**src/rtl/ooo_pkg.sv**
```systemverilog
// ooo_pkg -- constants and types shared by the out-of-order issue path
// (reservation stations and functional units).
//   TAG_W / DATA_W : ROB tag and data widths
//   opcode_e       : ALU opcode encodings (values 8..255 are illegal)
//   FLAG_*         : bit positions within the 8-bit result-flag field
//   result_t       : one completed result as broadcast on the CDB
package ooo_pkg;

   localparam int TAG_W  = 4;
   localparam int DATA_W = 8;

   typedef enum logic [7:0] {
      OP_ADD = 8'd0,
      OP_ADC = 8'd1,
      OP_SUB = 8'd2,
      OP_AND = 8'd3,
      OP_OR  = 8'd4,
      OP_XOR = 8'd5,
      OP_SHL = 8'd6,
      OP_SHR = 8'd7
   } opcode_e;

   localparam int FLAG_CARRY   = 0;
   localparam int FLAG_ZERO    = 1;
   localparam int FLAG_NEG     = 2;
   localparam int FLAG_ILLEGAL = 7;

   typedef struct packed {
      logic [TAG_W-1:0]  robid;
      logic [DATA_W-1:0] value;
      logic [DATA_W-1:0] wbs;
      logic [DATA_W-1:0] flags;
   } result_t;

endpackage

```
**src/rtl/alu_core.sv**
```systemverilog
// alu_core -- purely combinational opcode decode, datapath and flag generation.
//   opcode   : operation select (ooo_pkg::opcode_e; other values are illegal)
//   a, b     : source operands
//   carry_in : carry input used only by ADC
//   result   : 8-bit result (modulo 256)
//   flags    : carry / zero / negative / illegal, bits 6:3 always 0
import ooo_pkg::*;

module alu_core (
   input  logic [DATA_W-1:0] opcode,
   input  logic [DATA_W-1:0] a,
   input  logic [DATA_W-1:0] b,
   input  logic              carry_in,
   output logic [DATA_W-1:0] result,
   output logic [DATA_W-1:0] flags
);

   logic [DATA_W:0] sum;
   logic            carry;
   logic            illegal;

   // Operation select; unknown opcodes pass A through and raise the illegal flag
   always_comb begin
      sum     = 9'd0;
      carry   = 1'b0;
      illegal = 1'b0;
      result  = 8'd0;
      case (opcode)
         OP_ADD: begin
            sum    = {1'b0, a} + {1'b0, b};
            result = sum[7:0];
            carry  = sum[8];
         end
         OP_ADC: begin
            sum    = {1'b0, a} + {1'b0, b} + {8'd0, carry_in};
            result = sum[7:0];
            carry  = sum[8];
         end
         OP_SUB: begin
            result = a - b;
            carry  = (a < b);   // borrow
         end
         OP_AND:  result = a & b;
         OP_OR:   result = a | b;
         OP_XOR:  result = a ^ b;
         OP_SHL:  result = a << b[2:0];
         OP_SHR:  result = a >> b[2:0];
         default: begin
            result  = a;
            illegal = 1'b1;
         end
      endcase
   end

   // Flag assembly from the selected result
   always_comb begin
      flags               = 8'd0;
      flags[FLAG_CARRY]   = carry;
      flags[FLAG_ZERO]    = (result == 8'd0);
      flags[FLAG_NEG]     = result[7];
      flags[FLAG_ILLEGAL] = illegal;
   end

endmodule

```
**src/rtl/alu_fu.sv**
```systemverilog
// alu_fu -- ALU functional unit: accepts one issue per cycle from the RS
// chain, computes it in alu_core, and queues results in a DEPTH-entry FIFO
// that is drained in issue order onto the common data bus (CDB).
//   clk, rst        : clock, synchronous active-high reset
//   futransmit      : RS presents a valid issue
//   operandin       : opcode
//   wbsin, flagin   : writeback selector, issue flags (bit0 = carry-in)
//   robidin         : destination ROB tag
//   depvalsin       : operands, A = [0], B = [1]
//   fuclaimed       : FIFO full, issue not accepted
//   cdbreq          : head result available
//   cdbgrant        : arbiter takes the head this cycle
//   cdbrobid/cdbval/cdbwbs/cdbflag : head entry, all zero when empty
import ooo_pkg::*;

module alu_fu #(
   parameter int DEPTH = 2
) (
   input  logic                   clk,
   input  logic                   rst,
   input  logic                   futransmit,
   input  logic [DATA_W-1:0]      operandin,
   input  logic [DATA_W-1:0]      wbsin,
   input  logic [DATA_W-1:0]      flagin,
   input  logic [TAG_W-1:0]       robidin,
   input  logic [1:0][DATA_W-1:0] depvalsin,
   output logic                   fuclaimed,
   output logic                   cdbreq,
   input  logic                   cdbgrant,
   output logic [TAG_W-1:0]       cdbrobid,
   output logic [DATA_W-1:0]      cdbval,
   output logic [DATA_W-1:0]      cdbwbs,
   output logic [DATA_W-1:0]      cdbflag
);

   localparam int PTR_W = $clog2(DEPTH);
   localparam int CNT_W = PTR_W + 1;

   result_t            mem [DEPTH];
   result_t            head;
   result_t            head_next;
   result_t            new_entry;
   logic [PTR_W-1:0]   wr_ptr, rd_ptr, wr_next, rd_next;
   logic [CNT_W-1:0]   count, count_next;
   logic               push, pop;
   logic [DATA_W-1:0]  alu_result, alu_flags;
   logic               unused_flagin;

   assign unused_flagin = ^flagin[7:1];

   alu_core u_core (
      .opcode   (operandin),
      .a        (depvalsin[0]),
      .b        (depvalsin[1]),
      .carry_in (flagin[0]),
      .result   (alu_result),
      .flags    (alu_flags)
   );

   assign new_entry = '{robid: robidin, value: alu_result, wbs: wbsin, flags: alu_flags};

   // fuclaimed and cdbreq are registered, so accept/pop never depend
   // combinationally on this cycle's futransmit or cdbgrant.
   assign push = futransmit & ~fuclaimed;
   assign pop  = cdbgrant & cdbreq;

   // Next FIFO state and the entry that will sit at the head next cycle
   always_comb begin
      count_next = count;
      wr_next    = wr_ptr;
      rd_next    = rd_ptr;
      head_next  = '0;
      if (push && !pop) begin
         count_next = count + CNT_W'(1);
      end else if (!push && pop) begin
         count_next = count - CNT_W'(1);
      end else begin
         count_next = count;
      end
      if (push) begin
         wr_next = wr_ptr + PTR_W'(1);
      end else begin
         wr_next = wr_ptr;
      end
      if (pop) begin
         rd_next = rd_ptr + PTR_W'(1);
      end else begin
         rd_next = rd_ptr;
      end
      // The slot being written this cycle becomes head when the FIFO
      // was empty, or held one entry that is popped at the same time.
      if (count_next == CNT_W'(0)) begin
         head_next = '0;
      end else if (push && (rd_next == wr_ptr)) begin
         head_next = new_entry;
      end else begin
         head_next = mem[rd_next];
      end
   end

   // Pointer, count and registered CDB/handshake outputs
   always_ff @(posedge clk) begin
      if (rst) begin
         count     <= '0;
         wr_ptr    <= '0;
         rd_ptr    <= '0;
         fuclaimed <= 1'b0;
         cdbreq    <= 1'b0;
         head      <= '0;
      end else begin
         count     <= count_next;
         wr_ptr    <= wr_next;
         rd_ptr    <= rd_next;
         fuclaimed <= (count_next == CNT_W'(DEPTH));
         cdbreq    <= (count_next != CNT_W'(0));
         head      <= head_next;
      end
   end

   // Result storage, no reset needed
   always_ff @(posedge clk) begin
      if (push && !rst) begin
         mem[wr_ptr] <= new_entry;
      end
   end

   assign cdbrobid = head.robid;
   assign cdbval   = head.value;
   assign cdbwbs   = head.wbs;
   assign cdbflag  = head.flags;

endmodule

```
**config.mk**
```make
export PLATFORM = sky130hd
export DESIGN_NAME = alu_fu
export DESIGN_NICKNAME = d
export VERILOG_FILES = /design/src/rtl/ooo_pkg.sv /design/src/rtl/alu_core.sv /design/src/rtl/alu_fu.sv
export SDC_FILE = /design/constraint.sdc
export NUM_CORES = 1
export LEC_CHECK = 0
export BUFFER_PORTS_ARGS = -buffer_cell sky130_fd_sc_hd__buf_2
export CAP_MARGIN = 20
export CORE_UTILIZATION = 52
export CTS_CLUSTER_DIAMETER = 30
export DETAILED_ROUTE_END_ITERATION = 6
export PLACE_DENSITY = 0.84
export SLEW_MARGIN = 20
export SYNTH_ARGS = -nofsm -noshare
export SYNTH_HDL_FRONTEND = slang
export SYNTH_SLANG_ARGS = --single-unit
```
**constraint.sdc**
```tcl
create_clock -name clk -period 2.8 [get_ports clk]
set_input_delay 0.42 -clock clk [delete_from_list [all_inputs] [get_ports clk]]
set_output_delay 0.42 -clock clk [all_outputs]
set_load 0.01 [all_outputs]
```
# Word level (Yosys, flattened, before mapping)
# Memories as Yosys holds them, arrays and structs flattened. A register that Yosys moved wholly into a read port is not among the register bits.
# Cells that the tools add are included.
dict set report totals {
  reg_bits 10
  ramBits 48
  input_bits 48
  output_inout_bits 30
  memories 1
}
# memory words word_bits read_ports rd_clocked_by_memory_dff wr line
set mem_list {}
lappend mem_list {mem 2 24 1 1 1 alu_fu.sv:39} ;# result_t mem [DEPTH];
dict set report classes {
  n_addsub 7
  order_cmp 1
  n_eq_ne 9
  shifts 2
  n_mux 8
  n_bitwise 6
  n_reduce_logical 14
}
# op count
set op_table {}
lappend op_table {{$pmux W8 S8} 1}
lappend op_table {{$eq A8 B3 Y1 const B} 4}
lappend op_table {{$eq A8 B2 Y1 const B} 2}
lappend op_table {{$logic_not A8 Y1} 2}
lappend op_table {{$add A8 B8 Y9} 1}
lappend op_table {{$add A9 B1 Y9} 1}
lappend op_table {{$and A8 B8 Y8} 1}
lappend op_table {{$eq A8 B1 Y1 const B} 1}
lappend op_table {{$lt A8 B8 Y1} 1}
lappend op_table {{$or A8 B8 Y8} 1}
lappend op_table {{$reduce_or A8 Y1} 1}
lappend op_table {{$shl A8 B3 Y8} 1}
lappend op_table {{$shr A8 B3 Y8} 1}
lappend op_table {{$sub A8 B8 Y8} 1}
lappend op_table {{$xor A8 B8 Y8} 1}
lappend op_table {{$logic_and A1 B1 Y1} 4}
lappend op_table {{$mux W1} 4}
lappend op_table {{$mux W2} 2}
lappend op_table {{$logic_not A1 Y1} 3}
lappend op_table {{$pmux W1 S3} 1}
lappend op_table {{$reduce_or A3 Y1} 1}
lappend op_table {{$add A1 B1 Y1 const B} 2}
lappend op_table {{$add A2 B1 Y2 const B} 1}
lappend op_table {{$and A1 B1 Y1} 2}
lappend op_table {{7 further kinds} 7}

# Depth between registers and ports, before layout
# Gate-level depths: netlist (run 1).
dict set report depth {
  word_depth 8
  mapped_depth 13
}

# Hierarchy
# Synthesis (run 1) repeated with hierarchy kept, for this count alone.
dict set report unflattened {
  hier_cells 555
  area_unflattened_um2 5480.3
}
# module n_inst cells_each area_each_um2 seq_area_each_um2
set modules_own_cells {}
lappend modules_own_cells {alu_fu 1 250 3347.0 2362.3}
lappend modules_own_cells {alu_core 1 305 2133.3 0.0}

# Least setup slack after synthesis (run 1)
# No wires, ideal clock.
dict set report synth_path {
  path_kind {input to register}
  from {input port depvalsin[9] (netlist name)}
  to {register head, in the netlist cdbflag[1]}
  t_arrival_ns 2.968
  required_ns 2.742
  path_slack_ns -0.227
  cell_stages 13
  path_buffers 2
  cell_sequence {buf_2 > buf_4 > inv_2 > ha_1 > a21o_1 > a21oi_1 > xnor3_1 > nand2_1 > a32oi_1 > or4_1 > nor2_1 > and4bb_1 > o21a_1}
}
# item line
set synth_rtl {}
lappend synth_rtl {{from (decl)} alu_fu.sv:26} ;# input logic [1:0][DATA_W-1:0] depvalsin,
lappend synth_rtl {{to (signal assigned)} alu_fu.sv:116} ;# head <= head_next;
lappend synth_rtl {{to (decl)} alu_fu.sv:40} ;# result_t head;

==> results.txt, run 1 <==
- The flow ran to the end, and the final reports show no timing, DRC or antenna violations.
- In this run the tool buffered the top-level ports with 66 buffer cells.
- The routed design has 13670 um of wire.
- # H-tree levels: 3
- Relative to the synthesized area, the layout overhead comes to 29.02%.
* Clock tree from TritonCTS: done
- The floorplan step defined a die boundary enclosing around 9800 sq um.
* Internal power: between 2 and 2.5 mW
* Final critical delay including setup and external delays: about 2.7 ns
* Net count of the finished layout: approximately 700
* Number of search-and-repair iterations in the first detailed-routing pass: 4
- Crit Path Class: primary input to register
* Vias in the first global route: approximately 4300
- The first global-routing pass estimated between 20000 and 25000 um of wire.
- Most frequent standard cell in the layout excluding fill and tap cells: sky130_fd_sc_hd__buf_4
- At the end of the flow the core is filled with cells to approximately 69%.
- VDD sags by at most about 420 uV.
- Synthesized-area fraction occupied by xor and xnor cells: ~4.0%
- The number of max-slew violations in the final report is 0.
- Proportion of register bits with asynchronous set or reset after synthesis: 0%
- Worst hold-check path type: primary input to register
- Worst Setup Start Kind: primary input
- Site Rows: 35
- Clock tree synthesis selected as its root buffer the cell sky130_fd_sc_hd__clkbuf_8.
* Required @ worst endpoint: ~3.1 ns
* Antenna-violating nets left: 0
* P_sw: 1.326 mW
* Total congestion overflow: 0
* Clock net sink count: 75
- P per Cell Area: roughly 600 nW/um^2
- Headroom to the max-slew limit: between 60% and 70%
* Number of buffers inserted for hold repair after clock tree synthesis: 0
- Clock power frac: 21.1%
- At the end of routability-driven placement, the weighted congestion stood at between 0.9 and 1.
* Combinational cell fraction of total power: roughly two fifths
- At the placement stage, the worst setup path has a slack of -0.3276 ns.
- During synthesis, Yosys emitted a total of 0 warnings.
- Final hold violations: 0
- The most used flip-flop cell after synthesis is sky130_fd_sc_hd__edfxtp_1.
* Cell count after synthesis: approximately 500
- Unrepaired setup endpoints after global routing: yes
- Number of antenna violations at the first check in global routing: 0
- Net switching is between 30% and 40% of the power.
* Maximum fanout along the worst path: 4
* Max-cap violation count: 0
- Global routing consumed, over all layers together, ~28% of the routing resources.
* Setup crit end kind: register
- DIE HEIGHT: 99.10 um
- Crit path arrival time: about 3.0 ns
* Cell area after synthesis: ~4900 sq um
- Between clock sinks in the finished design, the worst skew comes to around 0.012 ns.
- Final worst slack: roughly 0.062 ns
* Worst slew pin tran: 0.5327 ns
- After synthesis, the netlist uses slightly above 70 different library cells.
* Final routed DRC violation total: 0
- For this configuration, the core starts out at a cell density of between 50 and 60%.
- Sequential area share after synthesis: ~40%
* Clock-pin transition on the worst setup and hold timing paths: around 0.08 ns
* Multiplexer share of the synthesized area: about a tenth
- Initial drt markers: 245
- Synthesis inferred between 70 and 80 register bits.
- Count of pins on the block boundary: approximately 80
- Overall via count from detail_route: 4429
- Averaged over all synthesized cells, the footprint is slightly below 10 sq um.
- Buffer levels on the longest clock path: 2
* Sequential share of power: between 30% and 40%
* Top library cells by usage in the layout, fill and taps aside: sky130_fd_sc_hd__buf_4 (88), sky130_fd_sc_hd__buf_2 (64), sky130_fd_sc_hd__nor2_1 (52)
* Leak Pwr: about 2.8 nW
- The number of antenna diodes in the final layout is 0.
* Placeable Area: between 9000 and 10000 sq um
* Adder-cell area share of the yosys netlist: 7.708%
- Final HPWL DP: approximately 10000 um
- Clock latency on the worst-skew pair, taken at its later pin, is between 0.3 and 0.4 ns.
- In the final routed layout, each cell accounts on average for roughly 18 um.
- After layout, the worst path uses around 98% of the clock period.
- Dividing the detail-routed via count by the number of cells gives a little under 6.
- Share of final-layout standard cells stronger than drive strength 1: between 30% and 40%
- Dominant combinational cell family by area after synthesis: compound AO/OA/AOI/OAI gates
- Maximum number of pins on one net before global-route repair: 47
- DIE WIDTH: approximately 100 um
- Yosys mapped a number of flops with a built-in enable equal to between 40 and 50.
- Setup violators final: 0
- In this run, CTS created clock tree buffers numbering 9.
* Achievable Freq: about 370 MHz
- Compound-cell area share of the yosys netlist: 18.61%
* Simple-Gate Fraction of Synth Area: 13.78%
-- layer usage --
layer | track usage (%) | part of all wire (%)
met1 | 33.94 | 42
met2 | 51.91 | 51
met3 | 3.092 | 3.9
met4 | 10.97 | 3.0
met5 | 0 | 0
-- final cells by class --
type                            count  area, sq um
Fill cell                         714         2872
Inverter                           28        113.9
Sequential cell                    75         1962
Multi-Input combinational cell    364         2858
Clock buffer                       10        127.6
Timing Repair Buffer              157         1059
Tap cell                          111        138.9
Clock inverter                      6        66.31
-- critical path: stages --
cell	delay (ns)
sky130_fd_sc_hd__buf_8	0.10
sky130_fd_sc_hd__ha_4	0.15
sky130_fd_sc_hd__fa_2	0.62
sky130_fd_sc_hd__buf_6	0.12
sky130_fd_sc_hd__and3_4	0.19
sky130_fd_sc_hd__xnor3_1	0.22
sky130_fd_sc_hd__nand2_1	0.09
sky130_fd_sc_hd__a32oi_2	0.13
sky130_fd_sc_hd__or4_1	0.51
sky130_fd_sc_hd__nor2_1	0.10
sky130_fd_sc_hd__and4bb_1	0.25
sky130_fd_sc_hd__o21a_1	0.12
-- state kept, by name (all words and copies together), names as in the netlist --
signal     cells
rd_ptr         1
fuclaimed      1
cdbreq         1
count          2
cdbwbs         8
cdbrobid       4
cdbval         8
mem           46
cdbflag        3
wr_ptr         1
-- path summary, 6_finish.rpt --
check | start | to | slack [ns] | cells after the start
worst max-delay path | depvalsin[0] | cdbflag[1] | 0.06 | 12
worst min-delay path | wbsin[6] | mem[0][10] | 0.28 | 1
worst max register to register | fuclaimed | cdbwbs[0] | 0.90 | 8
worst min register to register | count[1] | count[1] | 0.54 | 2
-- power groups by stage --
stage / sequential [mW] / combinational, mW / clock (mW)
3_3_place_gp: 1.51 / 1.40 / 0
6_report: 1.50 / 1.50 / 0.803
5_1_grt: 1.52 / 1.62 / 0.870
4_1_cts: 1.50 / 1.46 / 0.814
2_1_floorplan: 1.60 / 0.817 / 0
3_5_place_dp: 1.52 / 1.44 / 0
-- what timing repair did --
item | CTS | global route
endpoints found under the setup margin | 0 | 8
setup buffers | 0 | 5
gates resized for setup | 0 | 21
-- kinds of logic after synthesis --
kind of cell | after synthesis
AOI/OAI and AO/OA | 127
xor gates and xnor gates | 21
adders and majority gates | 29
buffers and inverters | 62
DFF | 75
muxes | 42
other | 1
and+or+nand+nor | 141
-- synthesized netlist by cell type (3+ instances only) --
library cell,number,area (sq um)
sky130_fd_sc_hd__nor2_1,52,195.2
sky130_fd_sc_hd__edfxtp_1,46,1381
sky130_fd_sc_hd__mux2i_1,34,340.3
sky130_fd_sc_hd__nand2_1,32,120.1
sky130_fd_sc_hd__a211oi_1,29,217.7
sky130_fd_sc_hd__dfxtp_1,29,580.6
sky130_fd_sc_hd__ha_1,27,337.8
sky130_fd_sc_hd__a21oi_1,22,110.1
sky130_fd_sc_hd__inv_1,22,82.58
sky130_fd_sc_hd__clkbuf_1,21,78.83
sky130_fd_sc_hd__o21ai_0,18,90.09
sky130_fd_sc_hd__xnor2_1,16,140.1
sky130_fd_sc_hd__nand3_1,13,65.06
sky130_fd_sc_hd__nor3_1,9,45.04
sky130_fd_sc_hd__and3_1,7,43.79
sky130_fd_sc_hd__buf_4,7,52.55
sky130_fd_sc_hd__mux4_2,6,135.1
sky130_fd_sc_hd__buf_2,5,25.02
sky130_fd_sc_hd__nand2b_1,5,31.28
sky130_fd_sc_hd__o211ai_1,5,37.54
sky130_fd_sc_hd__o21ai_1,5,25.02
sky130_fd_sc_hd__a21o_1,4,30.03
sky130_fd_sc_hd__a22o_1,4,35.03
sky130_fd_sc_hd__inv_2,4,15.01
sky130_fd_sc_hd__nand4_1,4,25.02
sky130_fd_sc_hd__nor2b_1,4,25.02
sky130_fd_sc_hd__xor2_1,4,35.03
sky130_fd_sc_hd__a22oi_1,3,22.52
sky130_fd_sc_hd__a32oi_1,3,26.28
sky130_fd_sc_hd__o21a_1,3,22.52
sky130_fd_sc_hd__o31ai_1,3,22.52
-- metrics by stage --
| stage | hold slack [ns] | total power [mW] | cell area (sq um) | instances | TNS [ns] |
|---|---|---|---|---|---|
| after floorplan | 0.4924 | 2.414 | 5011 | 501 | 0 |
| after global placement | 0.5172 | 2.908 | 5998 | 730 | -2.266 |
| after detailed placement | 0.5655 | 2.959 | 5998 | 730 | -2.934 |
| after CTS | 0.2601 | 3.782 | 6192 | 746 | 0 |
| after global routing | 0.2566 | 4.019 | 6325 | 751 | -0.09892 |
| final | 0.2770 | 3.809 | 6325 | 751 | 0 |
Power figures use the tool's default switching activity.
==> run 2: changes to the inputs <==
--- a/config.mk
+++ b/config.mk
@@ -7,6 +7,7 @@
 export LEC_CHECK = 0
 export BUFFER_PORTS_ARGS = -buffer_cell sky130_fd_sc_hd__buf_2
 export CAP_MARGIN = 20
+export CORE_ASPECT_RATIO = 0.9
 export CORE_UTILIZATION = 52
 export CTS_CLUSTER_DIAMETER = 30
 export DETAILED_ROUTE_END_ITERATION = 6
==> run 2 against run 1 <==
Compared with the run above:
- global-route usage is essentially flat
- sequential power is essentially flat
- power shrank 0.81%
- sequential cell count is the same
- largest power group is now combinational cells
- clock skew shrank 0.0026 ns
- non-clock buffer count grew 4
- register-to-register slack lost 0.08 ns
- worst hold slack lost 0.016 ns
- sequential share of layout area shrank 0.18 points
==> results.txt, run 2 (synthesis results as in run 1) <==
- The area growth from synthesis to layout is 29.79%.
- Maximum fanout along the worst path: 4
- Final hold slack: between 0.2 and 0.3 ns
* Worst hold path stage count: 1
- Period utilisation layout: between 90% and 100%
- At the worst endpoint, the arrival time is 3.09 ns.
- The number of max-slew violations in the final report came to 0.
- Site Rows: 33
- Filler-free cell count of the finished design: around 770
- Clk root buf: sky130_fd_sc_hd__clkbuf_8
- TritonCTS built the clock tree.
- Clock-pin slew was measured on the worst setup and hold paths at 0.09 ns.
- At the end of routability-driven placement, the weighted congestion stood at 0.9589.
- Switching fraction of total power: 36.16%
* Setup crit end kind: register
- Maximum number of pins on one net before global-route repair: 47
- Combinational logic is responsible for between 40% and 50% of the overall power.
* DIE HEIGHT: ~94 um
- Overall via count from detail_route: 4530
* Antenna-violating nets left: 0
* Area of all placed cells without fillers: 6362 sq um
- In this run, flip-flops and latches consume between 30% and 40% of the power.
* Slowest-stage cell, CP: sky130_fd_sc_hd__or4_4
- In this run the tool buffered the top-level ports with between 60 and 70 buffer cells.
* Clock net sink count: 75
* Post-Route Skew: 0.009346 ns
- The number of buffers and inverters on the critical path is 2.
* Final critical delay including setup and external delays: 2.784 ns
- Counting the fill cells in the layout gives 688.
- Total track usage: roughly 28%
* Global-route wire length before repair: about 22000 um
* Starting density of the core: between 50% and 60%
- Once placement completed, the tool counted placed cells totaling between 700 and 800.
* Share of final-layout standard cells stronger than drive strength 1: between 30% and 40%
- Peak supply drop: 609.3 uV
- # H-tree levels: 3
- In this run the cell area measured after placement is approximately 6000 sq um.
* Core Util, Final: ~70%
* Unrepaired setup endpoints after global routing: yes
* Final routed DRC violation total: 0
* Required @ worst endpoint: approximately 3.1 ns
- The clock network accounts for 20.3% of the total power.
- Final worst slack: 0.01616 ns
- Final HPWL DP: about 10000 um
* Crit Path Class: primary input to register
- Highest cell delay on the worst timing path: between 0.5 and 0.6 ns
- Area of the multi-input gates: around 2900 sq um
- Walking the worst path, the cells encountered are buf_8 -> ha_4 -> fa_2 -> xor2_4 -> buf_6 -> o211ai_1 -> a31oi_1 -> a221o_1 -> or4_4 -> nor2_2 -> and4bb_1 -> o21a_1.
- Number of antenna violations at the first check in global routing: 0
- In this run the count of I/O pins placed on the die edge is between 70 and 80.
- Initial drt markers: between 500 and 600
- Leaving out fill and tap cells, the most frequent cell in the layout is sky130_fd_sc_hd__buf_4.
- Summed over all cells, the static leakage comes to approximately 2.8 nW.
- Worst slew pin tran: around 0.54 ns
- After layout, the design draws a total of 3.779 mW.
- For this block, wires on met1 add up to roughly 5900 um.
* Met2 wire length: ~6500 um
- In this run the worst hold path is classified as primary input to register.
- After detailed routing, the average wire length per cell comes to between 15 and 20 um.
- P_sw: 1.366 mW
- For the worst flop-to-flop path, the logic depth is 9.
* Setup violators final: 0
- Worst-Skew Late Latency: ~0.36 ns
- The critical path crosses 12 cells after its start point.
- Max-cap violations in this run came to 0.
- Top library cells by usage in the layout, fill and taps aside: sky130_fd_sc_hd__buf_4 (92), sky130_fd_sc_hd__buf_2 (64), sky130_fd_sc_hd__nor2_1 (51)
- Vias per cell: roughly 5.9
- For this run the aggregate overflow at the end of global routing stands at 0.
* Buffer levels on the longest clock path: 2
- The highest metal layer carrying signal wires in the routed design is met4.
- Run status: complete, no violations
- Derived from the worst setup path, the maximum achievable clock frequency is around 360 MHz.
* Vias in the first global route: about 4300
- Reg area: between 1500 and 2000 sq um
- The floorplan step defined a die boundary enclosing between 9000 and 10000 sq um.
* Net count of the finished layout: 716
- STA classifies the critical path startpoint as a primary input.
* Setup slack after placement: -0.3007 ns
- Headroom to the max-slew limit: between 60% and 70%
- Number of buffers created by CTS: 9
- Power spread over the standard cell area amounts to around 590 nW/um^2.
- Most flops, register: mem
- The kind of cell with the highest combined delay along the critical path is simple AND/OR/NAND/NOR gates.
- In this run, post-CTS hold repair placed 0 buffers.
* Sum Neg Setup Slack: 0 ns
- Final hold violations: 0
* Routed met3 length: roughly 1100 um
- DIE WIDTH: between 100 and 150 um
- The internal portion of the total power is 2.412 mW.
* Placeable Area: ~9000 sq um
* Aggregate routed wire length: approximately 14000 um
* Number of search-and-repair iterations in the first detailed-routing pass: 5
- Max reg flops: 46
## run 2: cell types whose count changed in the layout (fill, tap and decap cells not counted), sizes merged
cell / delta
buf: +4
inv: +3
bufinv: -1
clkbuf: -1
clkinv: -1
diode: +1
## run 2: final timing paths
| path | startpoint | to | slack (ns) |
|---|---|---|---|
| max | depvalsin[8] | cdbflag[1] | 0.02 |
| min | wbsin[1] | mem[0][5] | 0.26 |
| max reg2reg | fuclaimed | cdbval[5] | 0.82 |
| min reg2reg | count[1] | count[1] | 0.56 |
## run 2: area by class of cell
type                            instances  area share (%)
Timing Repair Buffer                  161           17.11
Multi-Input combinational cell        364           44.94
Sequential cell                        75           30.84
Tap cell                              122           2.399
Clock inverter                          7          0.9440
Inverter                               28           1.790
Antenna cell                            1         0.03933
Clock buffer                            9           1.947
## run 2: what timing repair did
item,in CTS,in global routing
endpoints found under the hold margin,0,0
setup endpoints to repair,0,8
resized for setup,0,22
setup buffers,0,4
## run 2: power groups by stage
stage                     Combinational, mW  Sequential (mW)  Clock, mW
after detailed placement               1.46             1.52          0
after global routing                   1.64             1.52      0.823
after global placement                 1.42             1.51          0
after CTS                              1.47             1.50      0.778
after floorplan                       0.817             1.60          0
final                                  1.52             1.50      0.766
## run 2: per-layer routing
layer | vias up | GRT usage (%)
li1 | 2109 | -
met1 | 2165 | 37.64
met2 | 223 | 45.81
met3 | 33 | 5.270
met4 | 0 | 10.36
met5 | - | 0
## run 2: worst register-to-register path: stages (launching register included)
cell                       delay, ns
sky130_fd_sc_hd__dfxtp_1        0.33
sky130_fd_sc_hd__nand2b_1       0.29
sky130_fd_sc_hd__nand3_1        0.16
sky130_fd_sc_hd__o21ai_0        0.27
sky130_fd_sc_hd__xnor2_1        0.16
sky130_fd_sc_hd__nor2_1         0.08
sky130_fd_sc_hd__nor2_1         0.09
sky130_fd_sc_hd__buf_4          0.29
sky130_fd_sc_hd__inv_1          0.10
sky130_fd_sc_hd__o211a_1        0.11
